File: config.mk
export PLATFORM = sky130hd
export DESIGN_NAME = suma_pipeline
export DESIGN_NICKNAME = d
export VERILOG_FILES = /design/src/rtl/suma_pipeline.sv
export SDC_FILE = /design/constraint.sdc
export NUM_CORES = 1
export LEC_CHECK = 0
export CAP_MARGIN = 20
export CORE_MARGIN = 3
export CORE_UTILIZATION = 25
export DETAILED_ROUTE_END_ITERATION = 8
export HOLD_SLACK_MARGIN = 0.15
export PLACE_DENSITY = 0.55
export RECOVER_POWER = 50
export SLEW_MARGIN = 10
export SYNTH_ARGS = -nofsm -noshare
export SYNTH_HDL_FRONTEND = slang
export SYNTH_SLANG_ARGS = --single-unit
export TNS_END_PERCENT = 30
File: constraint.sdc
create_clock -name clk -period 2.2 [get_ports clk]
set_clock_uncertainty 0.2 [all_clocks]
set_input_delay 0.22 -clock clk [delete_from_list [all_inputs] [get_ports clk]]
set_output_delay 0.22 -clock clk [all_outputs]
set_load 0.005 [all_outputs]
File: src/rtl/suma_pipeline.sv
// suma_pipeline: multi-cycle N-bit adder/subtractor processing K bits per clock.
// Operands are accepted in IDLE, summed slice by slice in RUN with a carry register
// between slices, and presented with flags in DONE until the consumer takes them.
// Optional feature macro: SUMA_PIPELINE_FLAGS_EN enables the overflow, zero and
// negative flags; when undefined those ports are tied to 0.
module suma_pipeline #(
  parameter int unsigned N = 8,
  parameter int unsigned K = 4
) (
  input  logic         clk,
  input  logic         rst,
  input  logic         in_valid,
  output logic         in_ready,
  input  logic [N-1:0] input1,
  input  logic [N-1:0] input2,
  input  logic         sub,
  output logic         out_valid,
  input  logic         out_ready,
  output logic [N-1:0] answer,
  output logic         carry_out,
  output logic         overflow,
  output logic         zero,
  output logic         negative
);

  localparam int unsigned Slices = N / K;
  localparam int unsigned CntW   = (Slices > 1) ? $clog2(Slices) : 1;

  typedef enum logic [1:0] {StIdle, StRun, StDone} state_e;

  state_e          state_q;
  logic [N-1:0]    a_q;
  logic [N-1:0]    b_q;        // already inverted for subtract
  logic            carry_q;
  logic [CntW-1:0] cnt_q;
  logic [N-1:0]    answer_q;
  logic            carry_out_q;

  logic [K:0]      slice_sum;
  logic [N-1:0]    answer_nxt;
  logic            last_slice;

`ifdef SUMA_PIPELINE_FLAGS_EN
  logic overflow_q;
  logic zero_q;
  logic negative_q;
`endif

  // Current slice sum and the answer as it will look once this slice is written.
  always_comb begin
    slice_sum  = {1'b0, a_q[int'(cnt_q) * K +: K]} + {1'b0, b_q[int'(cnt_q) * K +: K]}
               + {{K{1'b0}}, carry_q};
    answer_nxt = answer_q;
    answer_nxt[int'(cnt_q) * K +: K] = slice_sum[K-1:0];
    last_slice = (cnt_q == CntW'(Slices - 1));
  end

  // Control FSM and datapath registers; flags are captured on entry to DONE.
  always_ff @(posedge clk or posedge rst) begin
    if (rst) begin
      state_q     <= StIdle;
      a_q         <= '0;
      b_q         <= '0;
      carry_q     <= 1'b0;
      cnt_q       <= '0;
      answer_q    <= '0;
      carry_out_q <= 1'b0;
`ifdef SUMA_PIPELINE_FLAGS_EN
      overflow_q  <= 1'b0;
      zero_q      <= 1'b0;
      negative_q  <= 1'b0;
`endif
    end else begin
      unique case (state_q)
        StIdle: begin
          if (in_valid) begin
            a_q      <= input1;
            b_q      <= sub ? ~input2 : input2;
            carry_q  <= sub;
            cnt_q    <= '0;
            // Uncomputed slices must read 0 while running.
            answer_q <= '0;
            state_q  <= StRun;
          end
        end
        StRun: begin
          answer_q <= answer_nxt;
          carry_q  <= slice_sum[K];
          cnt_q    <= cnt_q + CntW'(1);
          if (last_slice) begin
            state_q     <= StDone;
            carry_out_q <= slice_sum[K];
`ifdef SUMA_PIPELINE_FLAGS_EN
            overflow_q  <= (a_q[N-1] == b_q[N-1]) && (answer_nxt[N-1] != a_q[N-1]);
            zero_q      <= (answer_nxt == '0);
            negative_q  <= answer_nxt[N-1];
`endif
          end
        end
        StDone: begin
          if (out_ready) begin
            state_q <= StIdle;
          end
        end
        default: state_q <= StIdle;
      endcase
    end
  end

  assign in_ready  = (state_q == StIdle);
  assign out_valid = (state_q == StDone);
  assign answer    = answer_q;
  assign carry_out = carry_out_q;

`ifdef SUMA_PIPELINE_FLAGS_EN
  assign overflow = overflow_q;
  assign zero     = zero_q;
  assign negative = negative_q;
`else
  assign overflow = 1'b0;
  assign zero     = 1'b0;
  assign negative = 1'b0;
`endif

endmodule

## Word level (Yosys, flattened, before mapping)

Cells that the tools add are included.

| operators by class | value |
|---|---|
| $add $sub $neg | 4 |
| equality and inequality tests | 5 |
| shifts and indexed selects | 4 |
| muxes and demuxes | 12 |
| bitwise operators | 1 |
| reduce and logical (&&, ||, !) cells | 6 |

Operators with widths:

| cell | count |
|---|---|
| $neg A3 Y34 | 1 |
| $shift A4 B34 Y8 const A | 1 |
| $shiftx A4 B34 Y8 | 1 |
| $mux W8 | 2 |
| $pmux W8 S2 | 1 |
| $shiftx A8 B4 Y4 | 2 |
| $bwmux W8 | 1 |
| $not A8 Y8 | 1 |
| $mux W2 | 3 |
| $pmux W2 S3 | 1 |
| $reduce_and A2 Y1 | 3 |
| $add A4 B4 Y5 | 1 |
| $add A5 B1 Y5 | 1 |
| $ne A2 B2 Y1 const B | 2 |
| $pmux W1 S2 | 2 |
| $reduce_and A3 Y1 | 1 |
| $eq A2 B1 Y1 const B | 1 |
| $eq A2 B2 Y1 const B | 1 |
| $logic_not A2 Y1 | 1 |
| $mux W1 | 2 |
| $ne A2 B1 Y1 const B | 1 |
| $reduce_bool A2 Y1 | 1 |
| $add A1 B1 Y1 const B | 1 |

| storage, ports and cells | value |
|---|---|
| flip-flop bits (word level) | 29 |
| input port bits | 21 |

## Longest topological paths before layout

| logic depth | value |
|---|---|
| depth in word-level cells | 6 |
| mapped depth | 9 |
| gate-level depth less buffers | 8 |

## Worst setup path after synthesis

No wires, ideal clock.

| timing path | value |
|---|---|
| kind | reg-to-reg |
| from | register cnt_q |
| to | register carry_out_q (netlist: carry_out) |
| setup time | 0.127 ns |
| data arrival time | 1.991 ns |
| data required time | 1.873 ns |
| slack | -0.118 ns |
| cell stages (with the launch flop) | 10 |
| period minus slack after synthesis | 2.318 ns |
| cell sequence | dfrtp_1 -> buf_2 -> mux2_2 -> fa_1 -> inv_1 -> fa_1 -> inv_1 -> a21o_1 -> a21oi_1 -> o21ai_0 |

| between the ends | value |
|---|---|
| longest elaborated chain between the ends | 3 |

RTL lines:

| element | RTL line | source |
|---|---|---|
| start, declared | 35 | `logic [CntW-1:0] cnt_q;` |
| start signal, assigned | 89 | `cnt_q <= cnt_q + CntW'(1);` |
| $shiftx A8 B4 Y4 | 51 | `slice_sum = {1'b0, a_q[int'(cnt_q) * K +: K]} + {1'b0, b_q[int'(cnt_q) * K +: K]}` |
| $add A4 B4 Y5 | 51 |  |
| $add A5 B1 Y5 | 52 | `+ {{K{1'b0}}, carry_q};` |
| end signal, assigned | 92 | `carry_out_q <= slice_sum[K];` |
| end, declared | 37 | `logic carry_out_q;` |

Several ways; a longest one is shown, not always the timed one.
A chain may end at the register's enable or synchronous reset.

## Worst setup path in the final report

| timing path | value |
|---|---|
| from | register cnt_q |
| to | register carry_q |

| between the ends | value |
|---|---|
| longest elaborated chain between the ends | 4 |

RTL lines:

| element | RTL line | source |
|---|---|---|
| $shiftx A8 B4 Y4 | 51 |  |
| $add A4 B4 Y5 * | 51 |  |
| $add A5 B1 Y5 * | 52 |  |
| $pmux W1 S2 * | 74 | `unique case (state_q)` |
| end signal, assigned | 79 | `carry_q <= sub;` |
| end signal, assigned | 88 | `carry_q <= slice_sum[K];` |
| end, declared | 34 | `logic carry_q;` |

Every way passes the cells marked *; elsewhere a longest branch is shown, timed or not.

==> results.yml <==
clock_network:
  clock-sinks: 29
  root_buffer: "clkbuf_8"
  clk_latency_ps: 280
  clk_path_buf_depth: 2
  htree_levels: 2
  cts_buffers: 5
  clk_pin_slew_ps: 60
  cts_tree: "done"
finish:
  nNetsFinal: 191
  fill_cells: 578
  layout-drive-gt1-share_pct: 25.3
  multi_input_area_um2: 677
  regArea_um2: 727
  antenna_cells: 0
  areaGrowthSynthToFinish_pct: 37.2
  finalNonFillerCells: 238
global_routing:
  grt.total_usage_pct: 9.70
  grt_max_degree: 30
  antenna_found_initial: 0
  grt_pass1_vias: 1035
  gr-total-overflow: 0
  grt_pass1_wl_mm: 4.84
routing:
  drtAntennaViolNets: 0
  drc: 0
  via_count: 1001
  wl_per_cell_um: 12.0
  drtIter0Drc: 46
  wl_mm: 2.85
  vias_per_cell: 4.21
  drtPass1Iterations: 4
floorplan:
  ios: 35
  fp.coreArea_um2: 5570
  fp-row-count: 27
  die_w_um: 82.4
  initial_core_util_pct: 26.2
  die_area_um2: 6790
  die_height_um: 82.4
worst_setup_path:
  crit_required_ps: 2160
  critPathLaunchType: "flop"
  crit_path_max_fanout: 6
  arrival_ps: 2140
  end_kind: "flop"
  critPathKind: "flop to flop"
timing:
  tightest_slew_ps: 693
  finalSetupViolCount: 0
  clock.fmax_mhz: 458
  min_period_ps: 2190
  slew_violations: 0
  min_period_over_period_pct: 99.3
  rsz0062_at_grt: "yes"
  finalHoldViolations: 0
  max_slew_margin_pct: 53.8
yosys:
  synth.largest_area_cell: "dfrtp_1"
  ys_top_cells_by_count: "dfrtp_1, a21oi_1, mux2_2, nor2_1, xnor2_1"
  synth_area_per_cell_um2: 11.8
  synthCells: 124
  synthDistinctLibCells: 27
  synth_top_area_share_pct: 49.7
  ys_async_sr_fraction_pct: 100
  ys.flop_type: "dfrtp_1"
  syn_area_um2: 1460
  seq_area_frac_synth_pct: 49.7
  synth_most_common_cell: "dfrtp_1"
  yosysWarnings: 0
  yosys-top-cells-area: "dfrtp_1, mux2_2, xnor2_1, mux2_4, a21oi_1"
  synth_seq_cells: 29
  synth_enable_flop_cells: 0
place:
  gp_congestion: 0.786
  dp_cells: 228
  hpwl_mm: 2.19
  portBuffers: 31
power:
  p_leak_nw: 0.874
  p_per_area_nw_per_um2: 1580
  total_power_mw: 3.16
  ir_drop_mv: 0.469
job:
  cap_violations: 0
min_path:
  min_path_type: "flop to flop"
run_status:
  status: "completed"
-- layer usage --
metal | routed length (um) | global-route usage (%)
met4 | 42 | 3.49
met3 | 191 | 3.36
met2 | 1340 | 15.5
met1 | 1270 | 12.0
met5 | 0 | 0
-- cell families (layout without fill, tap and decap cells) --
kind of cell,count (synthesis),count (layout),share of synthesized area [%]
multiplexers,16,16,13.2
flip-flops,29,29,49.7
other,1,3,0.257
buffers and inverters,15,55,6.08
adder cells (fa/ha/maj),5,5,5.31
AND/OR/NAND/NOR,23,23,8.48
AO/OA/AOI/OAI,25,25,11.0
XOR/XNOR,10,10,6.00
-- repair_timing --
| action | CTS | global route |
|---|---|---|
| setup buffers | 1 | 0 |
| setup endpoints to repair | 4 | 4 |
| pin swaps | 1 | 8 |
| gates resized for setup | 2 | 8 |
| endpoints found under the hold margin | 29 | 0 |
| hold buffers | 1 | 0 |
-- power by group --
part	switching [mW]	internal, mW
Clock	0.192	0.282
Sequential	0.158	0.783
Combinational	0.749	0.993
Total	1.10	2.06
-- through the flow --
| stage | TNS, ps | instance area, um^2 | worst slack, ps | hold slack (ps) | utilization (%) |
|---|---|---|---|---|---|
| finish | 0 | 2000 | 14.4 | 293 | 35.9 |
| CTS | 0 | 1990 | 4.42 | 291 | 35.7 |
| floorplan | 0 | 1480 | 5.07 | 98.1 | - |
| global route | -169 | 2000 | -50.0 | 317 | 35.9 |
| detailed placement | -300 | 1870 | -95.5 | 277 | 33.5 |
| global placement | -96.9 | 1870 | -50.7 | 269 | 33.5 |
-- registers in the layout, summed over array words and instances, names as in the netlist --
name,cells
answer,8
carry_q,1
cnt_q,1
a_q,8
b_q,8
state_q,2
carry_out,1
-- critical path, stage by stage (launching register included) --
cell and delay, ps:
dfrtp_2 450, mux2_4 320, fa_2 370, inv_2 70
fa_2 200, inv_2 30, a21o_1 150, a21oi_2 180
a21oi_1 80
-- layout by cell type (no fill, tap or decap), types with 3 or more instances in the layout --
cell type / n
clkdlybuf4s50_1: 30
dfrtp_1: 28
nor2_1: 11
xnor2_1: 9
a21oi_1: 9
mux2_2: 8
clkbuf_8: 7
mux2_4: 6
a22o_1: 6
buf_4: 6
inv_1: 5
nand2_1: 3
o21ai_0: 3
ha_1: 3
conb_1: 3
-- cell type report --
| type | count | share of cell area, % |
|---|---|---|
| well taps | 72 | 4.50 |
| clock inverters | 1 | 0.250 |
| inverters | 7 | 1.31 |
| repair buffers | 40 | 19.1 |
| clock buffers | 7 | 4.81 |
| flip-flops and latches | 29 | 36.3 |
| multi-input cells | 82 | 33.8 |
-- path summary, 6_finish.rpt --
kind                                          to                   from  cells after the start  slack (ps)
max                          carry_q$_DFFE_PP0P_      cnt_q$_DFFE_PP0P_                      8          10
min                        carry_out$_DFFE_PP0P_  carry_out$_DFFE_PP0P_                      2         290
max reg2reg                  carry_q$_DFFE_PP0P_      cnt_q$_DFFE_PP0P_                      8          10
min reg2reg                carry_out$_DFFE_PP0P_  carry_out$_DFFE_PP0P_                      2         290
max in group asynchronous      cnt_q$_DFFE_PP0P_                    rst                      4         400
min in group asynchronous  answer[7]$_DFFE_PP0P_                    rst                      4         920
Power figures use the tool's default switching activity.
